<file path="config.mk">
export PLATFORM = sky130hd
export DESIGN_NAME = gpu_port_arbiter
export DESIGN_NICKNAME = d
export VERILOG_FILES = /design/src/rtl/gpu_port_arbiter.sv
export SDC_FILE = /design/constraint.sdc
export NUM_CORES = 1
export LEC_CHECK = 0
export CAP_MARGIN = 20
export CORE_UTILIZATION = 40
export DETAILED_ROUTE_END_ITERATION = 7
export PLACE_DENSITY_LB_ADDON = 0.3
export SYNTH_ARGS = -nofsm -noshare
export SYNTH_HDL_FRONTEND = slang
export SYNTH_SLANG_ARGS = --single-unit
</file>
<file path="constraint.sdc">
create_clock -name clk -period 4.7 [get_ports clk]
set_input_delay 0.705 -clock clk [delete_from_list [all_inputs] [get_ports clk]]
set_output_delay 0.705 -clock clk [all_outputs]
set_load 0.01 [all_outputs]
</file>
<file path="src/rtl/gpu_port_arbiter.sv">
// Purpose: two-requester arbiter onto a single GPU port (registered write issue, pipelined read return); optional stats via GPU_ARB_STATS_EN.
// Latency: write issued on the GPU port 1 cycle after accept; read data returned to the requester 3 cycles after accept.
// Backpressure: readyN is combinational (grant & valid); one accept per cycle, burst-limited to MAX_BURST while the other side waits.
module gpu_port_arbiter #(
    parameter int ADDR_WIDTH = 8,
    parameter int MAX_BURST  = 4
) (
    input  logic                  clk,
    input  logic                  rst,
    input  logic                  req0Valid,
    output logic                  req0Ready,
    input  logic                  req0Write,
    input  logic [ADDR_WIDTH-1:0] req0Addr,
    input  logic [3:0]            req0Strb,
    input  logic [31:0]           req0WData,
    output logic                  rsp0Valid,
    output logic [31:0]           rsp0RData,
    input  logic                  req1Valid,
    output logic                  req1Ready,
    input  logic                  req1Write,
    input  logic [ADDR_WIDTH-1:0] req1Addr,
    input  logic [3:0]            req1Strb,
    input  logic [31:0]           req1WData,
    output logic                  rsp1Valid,
    output logic [31:0]           rsp1RData,
    output logic [ADDR_WIDTH-1:0] gpuAddrIn,
    output logic [3:0]            gpuSizeDecode,
    output logic [31:0]           gpuDataIn,
    output logic [ADDR_WIDTH-1:0] gpuAddrOut,
    input  logic [31:0]           gpuDataOut
`ifdef GPU_ARB_STATS_EN
    ,
    output logic [15:0]           grantCnt0,
    output logic [15:0]           grantCnt1
`endif
);

    localparam logic [3:0] MAXB = 4'(MAX_BURST);

    logic                  owner;
    logic [3:0]            burstCnt;
    logic                  winner;
    logic                  accept;
    logic                  selWrite;
    logic [ADDR_WIDTH-1:0] selAddr;
    logic [3:0]            selStrb;
    logic [31:0]           selWData;
    logic [2:0]            tagVld;
    logic [2:0]            tagId;

    // Pick the winner. A zero burst count means no burst is in progress, so a
    // tie goes to the requester that did not own last; this is also why owner
    // resets to 1: requester 0 takes the first tie after reset.
    always_comb begin
        winner = req1Valid;
        if (req0Valid && req1Valid) begin
            if ((burstCnt != 4'd0) && (burstCnt < MAXB)) begin
                winner = owner;
            end else begin
                winner = ~owner;
            end
        end
    end

    assign req0Ready = ~rst & req0Valid & ~winner;
    assign req1Ready = ~rst & req1Valid & winner;
    assign accept    = req0Ready | req1Ready;

    assign selWrite = winner ? req1Write : req0Write;
    assign selAddr  = winner ? req1Addr  : req0Addr;
    assign selStrb  = winner ? req1Strb  : req0Strb;
    assign selWData = winner ? req1WData : req0WData;

    // Track ownership and the length of the current burst; an idle cycle ends the burst.
    always_ff @(posedge clk or posedge rst) begin
        if (rst) begin
            owner    <= 1'b1;
            burstCnt <= 4'd0;
        end else if (accept) begin
            if (winner != owner) begin
                owner    <= winner;
                burstCnt <= 4'd1;
            end else if (burstCnt < MAXB) begin
                burstCnt <= burstCnt + 4'd1;
            end
        end else begin
            burstCnt <= 4'd0;
        end
    end

    // Issue accepted writes for exactly one cycle; address and data hold afterwards.
    always_ff @(posedge clk or posedge rst) begin
        if (rst) begin
            gpuSizeDecode <= 4'd0;
            gpuAddrIn     <= '0;
            gpuDataIn     <= 32'd0;
        end else begin
            gpuSizeDecode <= 4'd0;
            if (accept && selWrite) begin
                gpuSizeDecode <= selStrb;
                gpuAddrIn     <= selAddr;
                gpuDataIn     <= selWData;
            end
        end
    end

    // Present read addresses and carry a tag per read down a 3-stage pipe:
    // stage 0 = address on the port, stage 1 = GPU data valid, stage 2 = response out.
    always_ff @(posedge clk or posedge rst) begin
        if (rst) begin
            gpuAddrOut <= '0;
            tagVld     <= 3'd0;
            tagId      <= 3'd0;
        end else begin
            if (accept && !selWrite) begin
                gpuAddrOut <= selAddr;
            end
            tagVld <= {tagVld[1:0], accept & ~selWrite};
            tagId  <= {tagId[1:0], winner};
        end
    end

    // Capture GPU read data for the originating requester; it holds until that requester's next response.
    always_ff @(posedge clk or posedge rst) begin
        if (rst) begin
            rsp0RData <= 32'd0;
            rsp1RData <= 32'd0;
        end else if (tagVld[1]) begin
            if (tagId[1]) begin
                rsp1RData <= gpuDataOut;
            end else begin
                rsp0RData <= gpuDataOut;
            end
        end
    end

    assign rsp0Valid = tagVld[2] & ~tagId[2];
    assign rsp1Valid = tagVld[2] & tagId[2];

`ifdef GPU_ARB_STATS_EN
    // Count accepts per requester, saturating at all-ones.
    always_ff @(posedge clk or posedge rst) begin
        if (rst) begin
            grantCnt0 <= 16'd0;
            grantCnt1 <= 16'd0;
        end else begin
            if (req0Ready && grantCnt0 != 16'hFFFF) begin
                grantCnt0 <= grantCnt0 + 16'd1;
            end
            if (req1Ready && grantCnt1 != 16'hFFFF) begin
                grantCnt1 <= grantCnt1 + 16'd1;
            end
        end
    end
`endif

endmodule

</file>
Word-level counts from Yosys, hierarchy flattened:

Index checks and enable logic that the tools add are counted.

* add/sub/neg operators: 1
* order comparisons: 1
* eq/ne operators: 2
* mux-type cells: 10
* bitwise logic cells: 14
* reduce and logical (&&, ||, !) cells: 9

Operators by type and width (number)
* $mux W32: 1
* $mux W4: 5
* $mux W8: 1
* $and A1 B1 Y1: 7
* $not A1 Y1: 6
* $reduce_and A2 Y1: 3
* $add A4 B1 Y4 const B: 1
* $logic_and A1 B1 Y1: 4
* $lt A4 B3 Y1 const B: 1
* $reduce_bool A4 Y1: 1
* $mux W1: 3
* $ne A3 B1 Y1 const B: 1
* $logic_not A1 Y1: 1
* $ne A1 B1 Y1: 1
* $or A1 B1 Y1: 1

* register bits after elaboration: 127
* bits of input ports: 126
* logic and storage cells: 47

Longest topological paths before layout:

Gate-level depths: netlist (run 1).

* depth in word-level cells: 9
* gate-level depth with buffers: 9

Least setup slack after synthesis (run 1):

No wires, ideal clock.

* path kind: input port to flip-flop
* start point: input rst
* end point: register owner
* setup time: 0.084 ns
* arrival: 3.995 ns
* required time: 4.616 ns
* path slack: 0.620 ns
* cell stages on the path: 4
* path buffers: 1
* cell sequence: buf_4 > inv_1 > a21oi_1 > o22ai_1

* cells in the longest elaborated chain, start to end: 5
* elaborated cells between the ends (all ways): 7
* classes of those cells: bitwise: 6; reduce/logical: 1

Ends and longest elaborated chain
* start, declared: RTL line 9 `input logic rst,`
* $not A1 Y1 *: RTL line 65, 66
* $and A1 B1 Y1 (on tied branches) (2 in series): RTL line 65, 66
* $or A1 B1 Y1 *: RTL line 67 `assign accept = req0Ready | req1Ready;`
* $reduce_and A2 Y1 (no line) *
* end signal, assigned: RTL line 81 `owner <= winner;`
* end, declared: RTL line 40 `logic owner;`

Every way passes the cells marked *; elsewhere a longest branch is shown, timed or not.
A chain may end at the register's enable or synchronous reset.

Worst setup path after layout (run 1):

* start point: register burstCnt[0]
* end point: output req0Ready

* cells in the longest elaborated chain, start to end: 6
* elaborated cells between the ends (all ways): 7
* classes of those cells: order compare: 1; mux: 2; bitwise: 2; reduce/logical: 2

Ends and longest elaborated chain
* start, declared: RTL line 41 `logic [3:0] burstCnt;`
* start signal, assigned: RTL line 84 `burstCnt <= burstCnt + 4'd1;`
* $lt A4 B3 Y1 or $reduce_bool A4 Y1 (tied branches): RTL line 57 `if ((burstCnt != 4'd0) && (burstCnt < MAXB)) begin`
* $logic_and A1 B1 Y1 *: RTL line 57
* $mux W1 *: RTL line 57
* $mux W1 *: RTL line 56 `if (req0Valid && req1Valid) begin`
* $not A1 Y1 *: RTL line 65 `assign req0Ready = ~rst & req0Valid & ~winner;`
* $and A1 B1 Y1 *: RTL line 65
* end, declared: RTL line 11 `output logic req0Ready,`

Marks and branches as above.

==> results of run 1 <==
==> final cells by class <==
class / count / share of cell area
tap: 184 / 0.0254
inverter: 8 / 0.00359
clock buffer: 21 / 0.0530
multi-input combinational: 310 / 0.275
clock inverter: 11 / 0.0141
sequential: 127 / 0.350
timing repair buffer: 254 / 0.279
==> path summary, 6_finish.rpt <==
kind | slack, ns | endpoint
min in group asynchronous | 1.13 | gpuAddrOut[5]$_DFFE_PP0P_
setup / recovery | 1.19 | req0Ready
hold / removal | 0.34 | tagId[1]$_DFF_PP0_
hold reg to reg | 0.34 | tagId[1]$_DFF_PP0_
setup reg to reg | 1.93 | gpuAddrOut[4]$_DFFE_PP0P_
max in group asynchronous | 2.68 | gpuDataIn[6]$_DFFE_PP0P_
==> Yosys cell counts, types with 5 or more instances <==
master    number
dfrtp_1      126
nor3_1        89
nor3_2        74
mux2_2        39
mux2_1        25
or3_1         16
nand2_1       12
clkbuf_1      10
buf_1          9
buf_6          9
nand3_1        8
o211a_1        8
inv_1          7
nor2_1         7
a21oi_1        5
==> worst max-delay path, cell delays in order (launching register included) <==
cell and delay, ns:
dfrtp_1 0.39, inv_1 0.08, ha_1 0.27, or3_4 0.39, o211ai_4 0.48, inv_2 0.06, nor3_1 0.15, clkdlybuf4s50_1 0.57
==> power by group through the flow <==
| stage | sequential [mW] | clock, mW | combinational (mW) |
|---|---|---|---|
| after floorplan | 1.74 | 0 | 0.464 |
| after global placement | 1.60 | 0 | 1.45 |
| after detailed placement | 1.62 | 0 | 1.47 |
| after CTS | 1.61 | 1.36 | 1.48 |
| after global routing | 1.64 | 1.42 | 1.56 |
| final | 1.60 | 1.33 | 1.46 |
==> flip-flops by register name, indices dropped and copies added (netlist names) <==
| signal | cells |
|---|---|
| owner | 1 |
| gpuAddrIn | 8 |
| rsp0RData | 32 |
| gpuSizeDecode | 4 |
| tagId | 3 |
| gpuDataIn | 32 |
| gpuAddrOut | 8 |
| tagVld | 3 |
| burstCnt | 4 |
| rsp1RData | 32 |
==> stage by stage <==
step / setup WS (ns) / cell area, um2 / cells / util
2_1_floorplan: 0.402 / 5930 / 481 / -
3_3_place_gp: 1.26 / 8470 / 883 / 0.585
3_5_place_dp: 1.21 / 8470 / 883 / 0.585
4_1_cts: 1.15 / 9070 / 915 / 0.627
5_1_grt: 1.00 / 9070 / 915 / 0.627
6_report: 1.19 / 9070 / 915 / 0.627
==> logic make-up after synthesis <==
family | Yosys count
compound gates | 27
xor+xnor | 1
fa+ha+maj | 2
buf+inv | 44
flops | 127
mux | 64
simple gates | 216
==> metal layers <==
| metal | vias to the layer above | track usage | wire length (um) |
|---|---|---|---|
| met2 | 188 | 0.371 | 8330 |
| met1 | 2403 | 0.252 | 6550 |
| met4 | 0 | 0.0904 | 297 |
| met5 | - | 0 | 0 |
| li1 | 2228 | - | - |
| met3 | 26 | 0.0614 | 1140 |
==> flow_summary.json, run 1 <==
{
  "r2r_start": "burstCnt[0]$_DFFE_PP0P_",
  "netlist_top_cells_area": "dfrtp_1, nor3_2, nor3_1, mux2_2, mux2_1",
  "period_needed_ns": 3.51,
  "area_growth_syn_to_layout_pct": 52.9,
  "status": "complete, no violations",
  "grt_usage": 0.216,
  "cts_hold_buf": 0,
  "antenna_found_initial": 0,
  "firstDrtPassIters": 5,
  "wire_per_inst_um": 17.8,
  "worst_hold_slack_ns": 0.343,
  "synthMuxAreaShare": 0.121,
  "hold_viol_final": 0,
  "clock_latency_ns": 0.41,
  "ys_seq_elements": 127,
  "ys_types": 39,
  "post_cts_resized": 0,
  "grt_pass1_vias": 5011,
  "synth.avg_cell_area_um2": 12.3,
  "synth_compound_area_frac": 0.0445,
  "grt_max_degree": 78,
  "drtAntennaViolNets": 0,
  "cp.arrival_ns": 2.80,
  "vias": 4845,
  "worst_r2r_path_depth": 8,
  "power.internal_mw": 3.13,
  "synth.cell_area_um2": 5930,
  "synth_edf_count": 0,
  "die_x_um": 124,
  "clkSinkCount": 127,
  "post_cts_buffers": 0,
  "end_kind": "primary output",
  "root_buffer": "clkbuf_16",
  "fin_skew_ns": 0.0105,
  "p_seq_frac": 0.365,
  "hold_path.class": "flip-flop to flip-flop",
  "place_congestion": 0.868,
  "initial_core_util": 0.410,
  "grt_pass1_wl_um": 25200,
  "cts_tree": "done",
  "syn_inst": 481,
  "drive_gt1_frac": 0.226,
  "final_nets": 846,
  "grt_overflow": 0,
  "power_mw": 4.39,
  "rows": 44,
  "worstPathRequired_ns": 3.99,
  "netlist.area_leader.share": 0.531,
  "coreArea_um2": 14500,
  "hold_depth": 0,
  "synth_xor_area_frac": 0.00148,
  "ys_warn_count": 0,
  "synth_top_family_by_area": "simple AND/OR/NAND/NOR gates",
  "viasPerCell": 5.30,
  "p_leak_nw": 3.61,
  "ios": 246,
  "hpwlAfterDp_um": 11300,
  "layout_commonest_cell": "clkdlybuf4s50_1",
  "drc": 0,
  "slew_violations": 0,
  "async_flop_share": 1.00,
  "final_cell_mix": "clkdlybuf4s50_1, dfrtp_1, nor3_1",
  "synthFlopType": "dfrtp_1",
  "p_comb_frac": 0.332,
  "maxSlewHeadroom": 0.477,
  "clk_pin_slew_ns": 0.06,
  "synth_top_cell_by_area": "dfrtp_1",
  "clockPowerShare": 0.303,
  "switching_share": 0.286,
  "num_antenna_cells": 0,
  "tns_ns": 0,
  "clockBufferDepth": 2,
  "yosys.area_share.adder": 0.00422,
  "clock.fmax_mhz": 285,
  "nFillCells": 1169,
  "post-route-period-util": 0.746,
  "multi_input_area_um2": 2490,
  "cts_made_buffers": 17,
  "yosys.area_share.simple": 0.248,
  "cts.htree.levels": 4,
  "crit_type": "flip-flop to primary output",
  "drv_cap": 0,
  "wl_um": 16300,
  "min-delay-start": "tagId[0]$_DFF_PP0_",
  "crit_fanout": 19,
  "grt_setup_unrepaired": "no",
  "critPathLaunchType": "flip-flop",
  "switchingPower_mw": 1.25,
  "ir_worst_vdd_v": 0.000243,
  "synth.net_count": 609,
  "die_h_um": 124,
  "ys_seq_area_frac": 0.536,
  "portBuffers": 245,
  "cp-startpoint": "burstCnt[0]$_DFFE_PP0P_",
  "tightestPinTransition_ns": 0.784,
  "drt_iter0_markers": 236,
  "power.density_nw_per_um2": 484,
  "setup_viol": 0,
  "die-area_um2": 15300,
  "layout.area.seq_um2": 3180
}
No activity file was read; power rests on OpenSTA's default activity.
==> inputs of run 2 (changes only) <==
CORE_UTILIZATION = 39   (was 40)
clock period = 3.1 ns   (was 4.7 ns; I/O delays follow)
==> flow_summary.json, run 2 (synthesis results as in run 1) <==
{
  "hpwlAfterDp_um": 11600,
  "nFillCells": 1120,
  "clk_pin_slew_ns": 0.06,
  "power.density_nw_per_um2": 737,
  "p_leak_nw": 3.65,
  "critical_path.top_delay_family": "buffers and inverters",
  "ir_worst_vdd_v": 0.000356,
  "place_congestion": 0.856,
  "initial_core_util": 0.404,
  "maxSlewHeadroom": 0.478,
  "num_antenna_cells": 0,
  "status": "finished, violations left",
  "numPlacedInstances": 889,
  "crit_type": "flip-flop to primary output",
  "area_growth_syn_to_layout_pct": 55.0,
  "grt_overflow": 0,
  "cts.htree.levels": 4,
  "grt_usage": 0.214,
  "period_needed_ns": 2.98,
  "firstDrtPassIters": 8,
  "antenna_found_initial": 0,
  "power_mw": 6.77,
  "rows": 44,
  "grt_setup_unrepaired": "no",
  "layout_commonest_cell": "clkdlybuf4s50_1",
  "critPathBufInv": 3,
  "final_nets": 852,
  "multi_input_area_um2": 2500,
  "crit_fanout": 15,
  "worst_hold_slack_ns": 0.345,
  "cts_tree": "done",
  "clkSinkCount": 127,
  "die_h_um": 125,
  "cp.arrival_ns": 2.51,
  "viasPerCell": 5.23,
  "grt_pass1_vias": 5082,
  "slowest_stage": "clkdlybuf4s50_1",
  "post_cts_buffers": 0,
  "root_buffer": "clkbuf_16",
  "critPathLaunchType": "flip-flop",
  "final_cell_mix": "clkdlybuf4s50_1, dfrtp_1, nor3_1",
  "vias": 4816,
  "ios": 246,
  "layout.area.seq_um2": 3180,
  "hold_viol_final": 0,
  "wl_um": 16400,
  "wire_per_inst_um": 17.8,
  "coreArea_um2": 14700,
  "drive_gt1_frac": 0.231,
  "drc": 21,
  "reg_top3": "gpuDataIn: 32 flops, rsp0RData: 32 flops, rsp1RData: 32 flops",
  "instances_no_fill": 921,
  "die_x_um": 125,
  "final_util": 0.626,
  "cpPeakStageDelay_ns": 0.48,
  "slew_violations": 0,
  "end_kind": "primary output",
  "drt_iter0_markers": 222,
  "rrSetupSlack_ns": 0.66,
  "hold_path.class": "flip-flop to flip-flop",
  "post_cts_resized": 0,
  "die-area_um2": 15700,
  "worstPathRequired_ns": 2.63,
  "grt_pass1_wl_um": 26300,
  "fin_skew_ns": 0.00735,
  "violations": "design-rule violations",
  "portBuffers": 245,
  "cts_hold_buf": 0,
  "grt_max_degree": 68,
  "clock_latency_ns": 0.40,
  "tns_ns": 0,
  "tightestPinTransition_ns": 0.783,
  "path_cells": "inv_1 > ha_1 > or3_4 > o211ai_4 > buf_4 > nor2_1 > clkdlybuf4s50_1",
  "clock.fmax_mhz": 336,
  "setup_viol": 0,
  "clockBufferDepth": 2,
  "cts_made_buffers": 17,
  "drv_cap": 0,
  "drtAntennaViolNets": 0,
  "post-route-period-util": 0.961
}
-- run 2: final cells by class --
type	count	share of cell area
multi-input combinational	310	0.272
tap	184	0.0250
clock inverter	12	0.0197
inverter	8	0.00367
clock buffer	20	0.0497
timing repair buffer	260	0.284
sequential	127	0.346
-- run 2: stage by stage --
step / setup slack (ns) / cell area (um2)
floorplan: 0.0775 / 5940
global placement: 0.445 / 8550
detailed placement: 0.402 / 8550
CTS: 0.121 / 9190
global route: 0.0153 / 9200
finish: 0.122 / 9200
-- run 2: report_power, final --
| group | total, mW | switching (mW) | internal (mW) |
|---|---|---|---|
| combinational | 2.23 | 0.898 | 1.34 |
| clock | 2.12 | 0.729 | 1.39 |
| sequential | 2.42 | 0.266 | 2.15 |
| total | 6.77 | 1.89 | 4.88 |
-- run 2: path summary, 6_finish.rpt --
kind / cells past startpoint / to / start
setup reg to reg: 8 / gpuAddrOut[0]$_DFFE_PP0P_ / burstCnt[0]$_DFFE_PP0P_
hold reg to reg: 0 / tagId[1]$_DFF_PP0_ / tagId[0]$_DFF_PP0_
min in group asynchronous: 3 / burstCnt[0]$_DFFE_PP0P_ / rst
max in group asynchronous: 4 / rsp1RData[1]$_DFFE_PP0P_ / rst
hold / removal: 0 / tagId[1]$_DFF_PP0_ / tagId[0]$_DFF_PP0_
setup / recovery: 7 / req1Ready / burstCnt[0]$_DFFE_PP0P_
-- run 2: layer usage --
layer  up-vias  global-route usage  routed length [um]
li1       2228                   -                   -
met1      2362               0.247                6590
met2       205               0.367                8190
met3        21              0.0715                1390
met4         0              0.0811                 237
met5         -                   0                   0
==> inputs of run 3 (changes only) <==
CORE_ASPECT_RATIO = 1.75   (was default)
==> flow_summary.json, run 3 (synthesis results as in run 1) <==
{
  "viasPerCell": 5.25,
  "antenna_found_initial": 0,
  "post-route-period-util": 0.949,
  "hold_path.class": "flip-flop to flip-flop",
  "reg_top3": "gpuDataIn: 32 flops, rsp0RData: 32 flops, rsp1RData: 32 flops",
  "post-route-cell-area_um2": 9110,
  "wire_per_inst_um": 18.2,
  "nFillCells": 1255,
  "ir_worst_vdd_v": 0.000342,
  "p_leak_nw": 3.62,
  "worst_r2r_path_depth": 9,
  "hpwlAfterDp_um": 11900,
  "coreArea_um2": 14800,
  "root_buffer": "clkbuf_16",
  "place_area_um2": 8530,
  "cpPeakStageDelay_ns": 0.56,
  "drv_cap": 0,
  "hold_depth": 0,
  "grt_max_degree": 128,
  "maxSlewHeadroom": 0.431,
  "place_congestion": 0.875,
  "final_cell_mix": "clkdlybuf4s50_1, dfrtp_1, nor3_1",
  "slowest_stage": "clkdlybuf4s50_1",
  "cp.arrival_ns": 2.48,
  "die_h_um": 165,
  "slew_violations": 0,
  "num_antenna_cells": 0,
  "die_x_um": 95.2,
  "cts_hold_buf": 0,
  "drive_gt1_frac": 0.229,
  "clkSinkCount": 127,
  "clock.fmax_mhz": 340,
  "ios": 246,
  "post_cts_resized": 0,
  "rows": 59,
  "final_util": 0.614,
  "r2r_start": "burstCnt[0]$_DFFE_PP0P_",
  "grt_overflow": 0,
  "hold_viol_final": 0,
  "power.density_nw_per_um2": 724,
  "critPathBufInv": 3,
  "multi_input_area_um2": 2490,
  "fin_skew_ns": 0.00842,
  "critical_path.top_delay_family": "buffers and inverters",
  "final_nets": 849,
  "min-delay-start": "tagVld[0]$_DFF_PP0_",
  "period_needed_ns": 2.94,
  "status": "complete, no violations",
  "r2r_end": "gpuDataIn[0]$_DFFE_PP0P_",
  "rrSetupSlack_ns": 0.60,
  "layout_commonest_cell": "clkdlybuf4s50_1",
  "worstPathRequired_ns": 2.63,
  "drc": 0,
  "clk_pin_slew_ns": 0.06,
  "layout.area.seq_um2": 3180,
  "clockBufferDepth": 2,
  "grt_usage": 0.217,
  "wl_um": 16700,
  "clock_latency_ns": 0.40,
  "critPathLaunchType": "flip-flop",
  "crit_type": "flip-flop to primary output",
  "drtAntennaViolNets": 0,
  "cts_tree": "done",
  "setup_viol": 0,
  "drt_iter0_markers": 101,
  "tightestPinTransition_ns": 0.853,
  "cts.htree.levels": 4,
  "path_cells": "inv_1 > ha_1 > or3_4 > o211ai_4 > inv_2 > nor3_1 > clkdlybuf4s50_1",
  "hold_end": "tagVld[1]$_DFF_PP0_",
  "grt_pass1_wl_um": 26100,
  "area_growth_syn_to_layout_pct": 53.5,
  "grt_pass1_vias": 5203,
  "post_cts_buffers": 0,
  "cts_made_buffers": 17,
  "grt_setup_unrepaired": "no",
  "firstDrtPassIters": 4,
  "vias": 4805,
  "die-area_um2": 15700,
  "tns_ns": 0,
  "crit_fanout": 5,
  "portBuffers": 245,
  "end_kind": "primary output",
  "initial_core_util": 0.400
}
[run 3: power breakdown]
| group | switching, mW | internal (mW) |
|---|---|---|
| Sequential | 0.270 | 2.15 |
| Clock | 0.740 | 1.20 |
| Combinational | 0.896 | 1.33 |
[run 3: area by class of cell]
cell class | instances | share of cell area
flip-flops and latches | 127 | 0.349
repair buffers | 257 | 0.285
multi-input cells | 310 | 0.274
clock buffers | 18 | 0.0482
well taps | 183 | 0.0251
clock inverters | 13 | 0.0154
inverters | 8 | 0.00371
[run 3: per-stage QoR]
| step | hold WS, ns | worst slack, ns | power [mW] | instances |
|---|---|---|---|---|
| after global routing | 0.355 | 0.0545 | 6.95 | 916 |
| after detailed placement | 0.335 | 0.401 | 4.71 | 885 |
| after global placement | 0.335 | 0.450 | 4.64 | 885 |
| after floorplan | 0.331 | 0.0775 | 3.35 | 481 |
| final | 0.345 | 0.159 | 6.59 | 916 |
| after CTS | 0.345 | 0.126 | 6.68 | 916 |
[run 3: worst max path at each step]
| stage | end | from | slack, ns | depth (start not counted) |
|---|---|---|---|---|
| final | req0Ready | burstCnt[0]$_DFFE_PP0P_ | 0.16 | 7 |
| after global routing | req0Ready | burstCnt[0]$_DFFE_PP0P_ | 0.05 | 7 |
| after CTS | req0Ready | burstCnt[0]$_DFFE_PP0P_ | 0.13 | 7 |
| after detailed placement | req0Ready | req0Valid | 0.40 | 6 |
| after global placement | req0Ready | req0Valid | 0.45 | 6 |
| after floorplan | owner$_DFFE_PP1P_ | rst | 0.08 | 4 |
[run 3: worst register-to-register path: stages, from the launching register on]
cell	delay [ns]
dfrtp_1	0.38
inv_1	0.07
ha_1	0.26
o311ai_2	0.40
o211ai_4	0.16
inv_2	0.08
buf_4	0.44
buf_4	0.37
nor3_2	0.08
nor3_2	0.17
[run 3: routing by layer]
layer / wire [um] / vias to the layer above / GRT usage
met4: 462 / 0 / 0.0950
met2: 9150 / 198 / 0.395
li1: - / 2221 / -
met5: 0 / - / 0
met1: 5820 / 2350 / 0.228
met3: 1220 / 36 / 0.0604
